`config.mk`:
```
export PLATFORM = sky130hd
export DESIGN_NAME = defunnel_ctrl_2_1
export DESIGN_NICKNAME = d
export VERILOG_FILES = /design/src/rtl/defunnel_ctrl_2_1.sv
export SDC_FILE = /design/constraint.sdc
export NUM_CORES = 1
export LEC_CHECK = 0
export BUFFER_PORTS_ARGS = -buffer_cell sky130_fd_sc_hd__buf_4
export CAP_MARGIN = 20
export CORE_MARGIN = 10
export CORE_UTILIZATION = 25
export CTS_CLUSTER_DIAMETER = 200
export DETAILED_ROUTE_END_ITERATION = 12
export SYNTH_ARGS = -nofsm -noshare
export SYNTH_HDL_FRONTEND = slang
export SYNTH_SLANG_ARGS = --single-unit
```
`constraint.sdc`:
```
create_clock -name clk -period 1.85 [get_ports clk]
set_input_delay 0.555 -clock clk [delete_from_list [all_inputs] [get_ports clk]]
set_output_delay 0.555 -clock clk [all_outputs]
set_load 0.02 [all_outputs]
```
`src/rtl/defunnel_ctrl_2_1.sv`:
```
// Sequencing controller for the 2:1 defunnel datapath. It gathers one or two 128-bit beats into a 256-bit word.
// Optional flush of a half-filled word is built when DEFUNNEL_CTRL_FLUSH_EN is defined.
module defunnel_ctrl_2_1 #(
    parameter int CFG_W = 8,
    parameter int EN_W  = 8,
    parameter int LANES = 2
) (
    input  logic                       clk,
    input  logic                       reset_n,
    input  logic                       t_0_valid,
    output logic                       t_0_ready,
    input  logic [CFG_W-1:0]           t_cfg_dat,
    output logic [EN_W-1:0]            enable,
    output logic [CFG_W-1:0]           mode,
    output logic                       i_0_valid,
    input  logic                       i_0_ready,
`ifdef DEFUNNEL_CTRL_FLUSH_EN
    input  logic                       flush,
    output logic                       i_0_partial,
`endif
    output logic [$clog2(LANES)-1:0]   lane_cnt
);

    typedef enum logic {
        FILL0 = 1'b0,
        FILL1 = 1'b1
    } state_t;

    state_t           state_reg;
    logic [CFG_W-1:0] cfg_reg;
    logic             i_0_valid_reg;
    logic             acc;
    logic             word_done;
    logic             flush_done;
    logic [1:0]       lane_en;

`ifdef DEFUNNEL_CTRL_FLUSH_EN
    logic             partial_reg;
`endif

    // Upstream only stalls while an assembled word is still waiting downstream.
    assign t_0_ready = reset_n & (~i_0_valid_reg | i_0_ready);
    assign acc       = t_0_valid & t_0_ready;
    assign i_0_valid = i_0_valid_reg;
    assign lane_cnt  = state_reg;

    always_comb begin
        mode = '0;
        if (reset_n) begin
            mode = (state_reg == FILL0) ? t_cfg_dat : cfg_reg;
        end
    end

    always_comb begin
        lane_en = 2'b00;
        if (acc) begin
            if (state_reg == FILL0) begin
                lane_en = mode[0] ? 2'b11 : 2'b01;
            end else begin
                lane_en = 2'b10;
            end
        end
    end

    assign word_done = acc & ((state_reg == FILL1) | mode[0]);

`ifdef DEFUNNEL_CTRL_FLUSH_EN
    // A flush closes the half word without writing lane 1. It obeys the same pending-word stall as a beat.
    assign flush_done  = flush & (state_reg == FILL1) & ~acc & t_0_ready;
    assign i_0_partial = partial_reg;
`else
    assign flush_done  = 1'b0;
`endif

    genvar gi;
    generate
        for (gi = 0; gi < EN_W; gi = gi + 1) begin : g_enable
            if (gi < 2) begin : g_lane
                assign enable[gi] = lane_en[gi];
            end else begin : g_unused
                assign enable[gi] = 1'b0;
            end
        end
    endgenerate

    always_ff @(posedge clk) begin
        if (!reset_n) begin
            state_reg     <= FILL0;
            cfg_reg       <= '0;
            i_0_valid_reg <= 1'b0;
        end else begin
            if (acc && state_reg == FILL0) begin
                cfg_reg <= t_cfg_dat;
            end

            case (state_reg)
                FILL0: if (acc && !mode[0]) state_reg <= FILL1;
                FILL1: if (acc || flush_done) state_reg <= FILL0;
                default: state_reg <= FILL0;
            endcase

            // When a word completes in the same cycle the old one leaves, valid stays high.
            if (word_done || flush_done) begin
                i_0_valid_reg <= 1'b1;
            end else if (i_0_ready) begin
                i_0_valid_reg <= 1'b0;
            end
        end
    end

`ifdef DEFUNNEL_CTRL_FLUSH_EN
    always_ff @(posedge clk) begin
        if (!reset_n) begin
            partial_reg <= 1'b0;
        end else if (flush_done) begin
            partial_reg <= 1'b1;
        end else if (word_done || (i_0_valid_reg && i_0_ready)) begin
            partial_reg <= 1'b0;
        end
    end
`endif

endmodule

```
==> results of run 1 <==
-- cell usage after synthesis, types with 2 or more instances --
library cell  count  area (um^2)
a21boi_0          2         15.0
buf_2             3         15.0
buf_4             7         52.6
clkbuf_1          2         7.51
dfxtp_1          10          200
mux2i_1           8         80.1
nand2_1           9         33.8
nand4_1           8         50.1
nor2_1            2         7.51
nor2b_1           9         56.3
o21ai_2           8         70.1
-- through the flow --
step                      instances  utilization  hold WS (ps)  setup slack (ps)  power [mW]
after global placement          126        0.337           446               130       0.417
after detailed placement        126        0.337           452               126       0.420
after CTS                       130        0.352           464              19.0       0.626
final                           130        0.354           459              78.4       0.615
after global routing            130        0.354           489              3.48       0.654
after floorplan                  82            -           439              15.2       0.371
-- power by group --
group	internal (mW)	switching [mW]	total, mW
logic	0.0784	0.0973	0.176
registers	0.232	0.00797	0.240
clock network	0.120	0.0800	0.200
total	0.430	0.185	0.615
-- path summary, 6_finish.rpt --
| path | from | end | slack [ps] | cells after the start |
|---|---|---|---|---|
| max | lane_cnt | mode[5] | 80 | 4 |
| min | cfg_reg[4] | cfg_reg[4] | 460 | 2 |
| max reg2reg | lane_cnt | cfg_reg[3] | 690 | 5 |
| min reg2reg | cfg_reg[4] | cfg_reg[4] | 460 | 2 |
-- area by class of cell --
type | instances | area [um^2] | area share
flip-flops and latches | 10 | 200 | 0.226
inverters | 1 | 3.75 | 0.00424
repair buffers | 28 | 214 | 0.242
clock buffers | 4 | 36.3 | 0.0410
multi-input cells | 57 | 394 | 0.445
well taps | 30 | 37.5 | 0.0424
-- worst max-delay path: cells and delay by family (launching register included) --
family / cells / cell delay, ps
AND/OR/NAND/NOR: 1 / 60
buffers and inverters: 2 / 320
multiplexers: 1 / 230
flip-flops: 1 / 320
-- routing by layer --
layer	vias up	global-route usage	wire length [um]
li1	295	-	-
met1	270	0.0701	694
met2	31	0.0951	760
met3	2	0.0455	195
met4	0	0.00645	6
met5	-	0	0
-- what timing repair did --
item                                    in CTS  in global routing
hold buffers                                 0                  0
gates resized for setup                      0                  2
endpoints found under the hold margin        0                  0
endpoints found under the setup margin       0                  9
-- cell families (layout without fill, tap and decap cells) --
kind of cell    Yosys count  count (layout)  synth area share
other cells               1               6           0.00570
buf+inv                  15              33             0.160
flops                    10              10             0.304
mux                       8               8             0.122
compound gates           12              12             0.148
simple gates             31              31             0.260
==> results.md, run 1 <==
- Status: finished clean
- Setup crit start kind: flop
- Final WL: 1.66 mm
- Crit path largest cell delay: 320 ps
- IO Pins: 31
- Worst hold path class: reg2reg
- Placer's final routability congestion estimate: 0.637
- Setup CP Type: reg2out
- Worst Skew: 3.45 ps
- Nets: 113
- CTS sink count: 10
- RSZ-0062 raised after global routing: false
- Final period demand of the worst path: 1770 ps
- Avg Cell Area, Syn: 8.55 um^2
- Most common cell after layout, fill and taps aside: buf_4
- Port Buffers: 24
- CTS max path bufs: 2
- Worst EP required: 1290 ps
- Synthesized flop and latch total: 10
- Largest net degree at the start of global routing: 29
- Synth warn: 0
- Clock transition at path regs: 70 ps
- CTS tree: built
- Antenna violations before repair: 0
- Max Cap Viol: 0
- Vias: 598
- Skew-Pair Late Insertion Delay: 270 ps
- Area added between synthesis and finish: 34.6%
- Highest ir drop seen on vdd: 0.535 mV
- Most frequent cells in the layout: 27 x buf_4, 10 x dfxtp_1, 9 x nand2_1, 9 x nor2b_2
- Remaining DRCs: 0
- Post-route setup TNS: 0 ps
- Root Buffer: clkbuf_4
- Main flop type after synthesis: dfxtp_1
- Slew Limit Fails: 0
- First-pass GRT wire length: 2.61 mm
- Gr usage total: 0.0620
- Drt pass-1 iters: 4
- CP max stage cell: dfxtp_1
- Crit-path cells: buf_6, mux2i_1, nor2b_2, buf_4
- Die H: 71.3 um
- Total grt overflow: 0
- Fillers: 262
- H-tree depth: 1
- Starting DRT DRC Count: 10
- Post-synth EDFFs: 0
- Mapped Area: 658 um^2
- Post-synthesis async set-or-reset flop share: 0
- Tcrit/Tclk final: 0.958
- Gate Count Post-Synth: 77
- CP endpoint kind: output pin
- Post-route cell area: 886 um^2
- Share of cells above drive strength 1: 0.500
- Final hold violations: 0
- DPL Wire Length: 1.25 mm
- Inserted Clock Buffers: 3
- Setup Buffers After CTS: 0
- Placed cell areas: 843 um^2
- WL/cell: 12.7 um
- Number of global-route vias before repair: 568
- Unique masters post-synth: 20
- Crit Path Max Fanout: 13
- PD cells: 694 nW/um^2
- FMAX: 564 MHz
- CP Data Arrival Time: 1220 ps
- Max reg flops: 8
- Initial Util: 0.263
- Seq/Total Area, Yosys: 0.304
- Die area: 5090 um^2
- Routed Antenna Nets: 0
- Row count: 18
- Core ar.: 2500 um^2
- DR vias/cell: 4.60
- Pleak: 0.388 nW
- Die width: 71.3 um
- Inserted Diodes: 0
- Final setup viols: 0
Note: power is estimated with default switching activity, not from simulation.
==> run 2: changes to the inputs <==
--- a/config.mk
+++ b/config.mk
@@ -11,6 +11,7 @@
 export CORE_UTILIZATION = 25
 export CTS_CLUSTER_DIAMETER = 200
 export DETAILED_ROUTE_END_ITERATION = 12
+export MAX_ROUTING_LAYER = met4
 export SYNTH_ARGS = -nofsm -noshare
 export SYNTH_HDL_FRONTEND = slang
 export SYNTH_SLANG_ARGS = --single-unit
==> run 2 against run 1 <==
  * Global-route usage up 0.15 points
  * Utilization unchanged
  * Total power about the same
  * Cell area unchanged
  * Largest cell class unchanged
==> results.md, run 2 (synthesized netlist as in run 1, its figures left out) <==
- Worst hold path class: reg2reg
- RSZ-0062 raised after global routing: false
- CTS sink count: 10 (unchanged)
- Total grt overflow: 0 (unchanged)
- Antenna violations before repair: 0 (unchanged)
- Final hold violations: 0 (unchanged)
- Vias: 594 (-0.67%)
- Core Util, Final: 0.354 (unchanged)
- Top delay family on crit path: flip-flops
- Highest ir drop seen on vdd: 0.534 mV (-0.13%)
- Tcrit/Tclk final: 0.957 (about the same)
- Row count: 18 (unchanged)
- Max Cap Viol: 0 (unchanged)
- Final period demand of the worst path: 1770 ps (-0.223 ps)
- Pleak: 0.388 nW (unchanged)
- First-pass GRT wire length: 2.60 mm (-0.27%)
- Starting DRT DRC Count: 12 (+2)
- Nets: 113 (unchanged)
- WL/cell: 12.7 um (-0.60%)
- Worst EP required: 1290 ps (about the same)
- Slew Limit Fails: 0 (unchanged)
- Largest net degree at the start of global routing: 29 (unchanged)
- Max reg flops: 8 (unchanged)
- Root Buffer: clkbuf_4
- Gr usage total: 0.0635 (+0.00147)
- Die width: 71.3 um (unchanged)
- Initial Util: 0.263 (unchanged)
- CP Data Arrival Time: 1220 ps (about the same)
- R2R depth: 5 (unchanged)
- PD cells: 694 nW/um^2 (about the same)
- Area added between synthesis and finish: 34.6% (unchanged)
- Inserted Clock Buffers: 3 (unchanged)
- Setup crit start kind: flop
- Final WL: 1.65 mm (-0.60%)
- FF-to-FF End: cfg_reg[3]
- Skew-Pair Late Insertion Delay: 270 ps (about the same)
- Reg2Reg Setup Slack: 690 ps (about the same)
- Clock transition at path regs: 70 ps (about the same)
- Share of cells above drive strength 1: 0.500 (unchanged)
- Core ar.: 2500 um^2 (unchanged)
- WP buf/inv: 2 (unchanged)
- Crit Path Max Fanout: 13 (unchanged)
- Setup CP Type: reg2out
- DR vias/cell: 4.57 (-0.67%)
- Routed Antenna Nets: 0 (unchanged)
- Most frequent cells in the layout: 27 x buf_4, 10 x dfxtp_1, 9 x nand2_1, 9 x nor2b_2
- Inserted Diodes: 0 (unchanged)
- CP endpoint kind: output pin
- Final setup viols: 0 (unchanged)
- Hold bufs inserted after CTS: 0 (unchanged)
- Hold_sp: cfg_reg[4]
- Drt pass-1 iters: 4 (unchanged)
- Placer's final routability congestion estimate: 0.642 (+0.83%)
- FMAX: 565 MHz (about the same)
- CTS tree: built
- Worst Skew: 3.57 ps (+0.116 ps)
- CTS max path bufs: 2 (unchanged)
- Die area: 5090 um^2 (unchanged)
- Remaining DRCs: 0 (unchanged)
- H-tree depth: 1 (unchanged)
- Post-route setup TNS: 0 ps (unchanged)
- Worst r2r src: lane_cnt
- DPL Wire Length: 1.25 mm (unchanged)
- Crit-path cells: buf_6, mux2i_1, nor2b_2, buf_4
- CP max stage cell: dfxtp_1
- Worst hold endpoint: cfg_reg[4]
- IO Pins: 31 (unchanged)
- Crit path largest cell delay: 320 ps (about the same)
- Most common cell after layout, fill and taps aside: buf_4
- Status: finished clean
- Die H: 71.3 um (unchanged)
- Number of global-route vias before repair: 568 (unchanged)
- Port Buffers: 24 (unchanged)
- Hold-critical path depth: 2 (unchanged)
## run 2: cell counts in the layout (fill, tap and decap cells not counted)
Identical to the previous run, type by type.
## run 2: layer usage
layer,track usage,vias up,share of wire
met5,-,-,0
met4,0.00645,0,0.0036
li1,-,296,-
met3,0.0399,2,0.094
met1,0.0717,272,0.44
met2,0.0961,24,0.46
## run 2: cell type report
type / count / area (um^2)
inverter: 1 / 3.75
clock buffer: 4 / 36.3
timing repair buffer: 28 / 214
fill: 262 / 1610
sequential: 10 / 200
multi-input combinational: 57 / 394
tap: 30 / 37.5
## run 2: stage by stage
stage	power (mW)	instances	area [um^2]	hold WS, ps	setup slack [ps]
4_1_cts	0.626	130	880	464	19.0
3_3_place_gp	0.417	126	843	446	130
2_1_floorplan	0.371	82	697	439	15.2
6_report	0.615	130	886	459	78.6
5_1_grt	0.654	130	886	489	3.48
3_5_place_dp	0.420	126	843	452	126
## run 2: how the worst max path moves through the flow
stage	startpoint	end	slack [ps]	depth (start not counted)
after floorplan	i_0_ready	enable[1]	20	5
after global placement	i_0_ready	enable[0]	130	4
after detailed placement	reset_n	enable[1]	130	4
after CTS	lane_cnt	enable[0]	20	4
after global routing	lane_cnt	mode[4]	3	4
final	lane_cnt	mode[5]	80	4
## run 2: timing repair
action	in CTS	in global routing
buffers inserted	0	0
setup endpoints to repair	0	9
gates resized for setup	0	2
## run 2: power by group
group | total [mW] | switching [mW] | internal (mW) | leakage (nW)
combinational | 0.176 | 0.0972 | 0.0784 | 0.285
sequential | 0.240 | 0.00797 | 0.232 | 0.0825
clock | 0.199 | 0.0798 | 0.120 | 0.0210
## run 2: worst min-delay path: stages, from the launching register on
cell and delay (ps):
dfxtp_1 310, nand2_1 60, o21ai_2 50
==> run 3: changes to the inputs <==
--- a/config.mk
+++ b/config.mk
@@ -5,8 +5,7 @@
 export SDC_FILE = /design/constraint.sdc
 export NUM_CORES = 1
 export LEC_CHECK = 0
-export BUFFER_PORTS_ARGS = -buffer_cell sky130_fd_sc_hd__buf_4
-export CAP_MARGIN = 20
+export BUFFER_PORTS_ARGS = -buffer_cell sky130_fd_sc_hd__clkbuf_2
 export CORE_MARGIN = 10
 export CORE_UTILIZATION = 25
 export CTS_CLUSTER_DIAMETER = 200
==> run 3 against run 2 <==
  * Routed wire length is 7.7% higher
  * Clock skew decreased by 0.62 ps
  * Hold slack barely moved
  * Sequential cell count stayed put
  * Sequential power is essentially flat
  * Setup slack got worse by 12 ps
  * Cell area decreased by 0.14%
  * Sequential share of layout area rose by 0.17 points
  * Clock power up 3%
==> results.md, run 3 (synthesized netlist as in run 1, its figures left out) <==
- Gr usage total: 0.0744 (+0.0109)
- Crit-path cells: buf_8, mux2i_4, nor2b_2, clkbuf_2
- Share of cells above drive strength 1: 0.553 (+0.0534)
- Max reg flops: 8 (unchanged)
- Status: finished clean
- Worst EP required: 1290 ps (about the same)
- Starting DRT DRC Count: 6 (-6)
- Final WL: 1.77 mm (+7.7%)
- Inserted Diodes: 0 (unchanged)
- CTS max path bufs: 2 (unchanged)
- Pleak: 0.394 nW (+1.4%)
- Remaining DRCs: 0 (unchanged)
- Root Buffer: clkbuf_4
- CTS tree: built
- PD cells: 703 nW/um^2 (+1.3%)
- Area added between synthesis and finish: 34.4%
- Final setup viols: 0 (unchanged)
- Core Util, Final: 0.354 (-0.000500)
- Die H: 71.3 um (unchanged)
- Vias: 605 (+1.9%)
- Highest ir drop seen on vdd: 0.435 mV (-19%)
- Crit Path Max Fanout: 7 (-6)
- Worst setup path startpoint: lane_cnt
- Routed Antenna Nets: 0 (unchanged)
- Crit path largest cell delay: 360 ps (+40 ps)
- Inserted Clock Buffers: 3 (unchanged)
- Final hold violations: 0 (unchanged)
- Clock transition at path regs: 70 ps (about the same)
- Setup WS pre-CTS: 11.3 ps (-115 ps)
- DR vias/cell: 4.55 (-0.45%)
- H-tree depth: 1 (unchanged)
- Post-route setup TNS: 0 ps (unchanged)
- WL/cell: 13.3 um (+5.2%)
- Setup crit start kind: flop
- DPL Wire Length: 1.39 mm (+11%)
- Final worst slack: 66.6 ps (-12.0 ps)
- Slew Limit Fails: 0 (unchanged)
- Antenna violations before repair: 0 (unchanged)
- IO Pins: 31 (unchanged)
- RSZ-0062 raised after global routing: true
- Hold_sp: cfg_reg[2]
- Max Cap Viol: 0 (unchanged)
- Core ar.: 2500 um^2 (unchanged)
- Placer's final routability congestion estimate: 0.683 (+6.3%)
- Worst Skew: 2.94 ps (-0.625 ps)
- CP max stage cell: dfxtp_2
- Total grt overflow: 0 (unchanged)
- Die width: 71.3 um (unchanged)
- First-pass GRT wire length: 3.06 mm (+17%)
- Final period demand of the worst path: 1780 ps (+12.0 ps)
- Die area: 5090 um^2 (unchanged)
- CP Data Arrival Time: 1230 ps (about the same)
- Largest net degree at the start of global routing: 22 (-24%)
- Most common cell after layout, fill and taps aside: clkbuf_2
- Port Buffers: 24 (unchanged)
- Worst r2r src: i_0_valid
- Initial Util: 0.263 (unchanged)
- Tot Pwr: 622 uW (+1.2%)
- Row count: 18 (unchanged)
- Setup CP Type: reg2out
- Worst hold path class: reg2reg
- Skew-Pair Late Insertion Delay: 270 ps (about the same)
- Drt pass-1 iters: 2 (-2)
- Tcrit/Tclk final: 0.964 (+0.00651)
- Hold-critical path depth: 2 (unchanged)
- Most frequent cells in the layout: 23 x clkbuf_2, 9 x nand2_1, 9 x nor2b_2, 9 x dfxtp_1
- Nets: 116 (+2.7%)
- FMAX: 561 MHz (-0.68%)
- CTS sink count: 10 (unchanged)
- R2R depth: 4 (-1)
- Number of global-route vias before repair: 676 (+19%)
- CP endpoint kind: output pin
[run 3: routing by layer]
metal  GRT usage  wire length, um  up-vias
li1            -                -      302
met1      0.0811              814      282
met2       0.115              802       21
met3      0.0455              155        0
met4      0.0129                0        0
met5           -                0        -
[run 3: worst max-delay path: cells and delay by family (launching register included)]
family	cells	cell delay, ps
simple gates	1	50
flops	1	360
mux	1	240
buf+inv	2	300
[run 3: timing repair]
item / CTS / global route
gates resized for setup: 1 / 11
setup endpoints to repair: 1 / 11
buffers inserted: 0 / 0
hold buffers: 0 / 0
[run 3: power breakdown]
group          switching (mW)  leakage (nW)  total [mW]  internal [mW]
Combinational           0.102         0.290       0.175         0.0735
Clock                  0.0849        0.0210       0.204          0.120
Sequential             0.0105        0.0829       0.242          0.232
[run 3: layout make-up]
class	count	area [um^2]
fillers	270	1620
flip-flops and latches	10	201
inverters	1	3.75
repair buffers	31	183
well taps	30	37.5
multi-input cells	57	423
clock buffers	4	36.3
[run 3: stage by stage]
stage / cells / hold slack (ps) / cell area (um^2)
final: 133 / 459 / 885
after global routing: 133 / 477 / 885
after CTS: 133 / 463 / 846
after detailed placement: 129 / 452 / 806
after global placement: 129 / 446 / 806
after floorplan: 82 / 439 / 697
[run 3: worst paths after layout]
path	slack [ps]	end
setup / recovery	70	mode[5]
hold / removal	460	cfg_reg[2]
setup reg to reg	740	lane_cnt
hold reg to reg	460	cfg_reg[2]
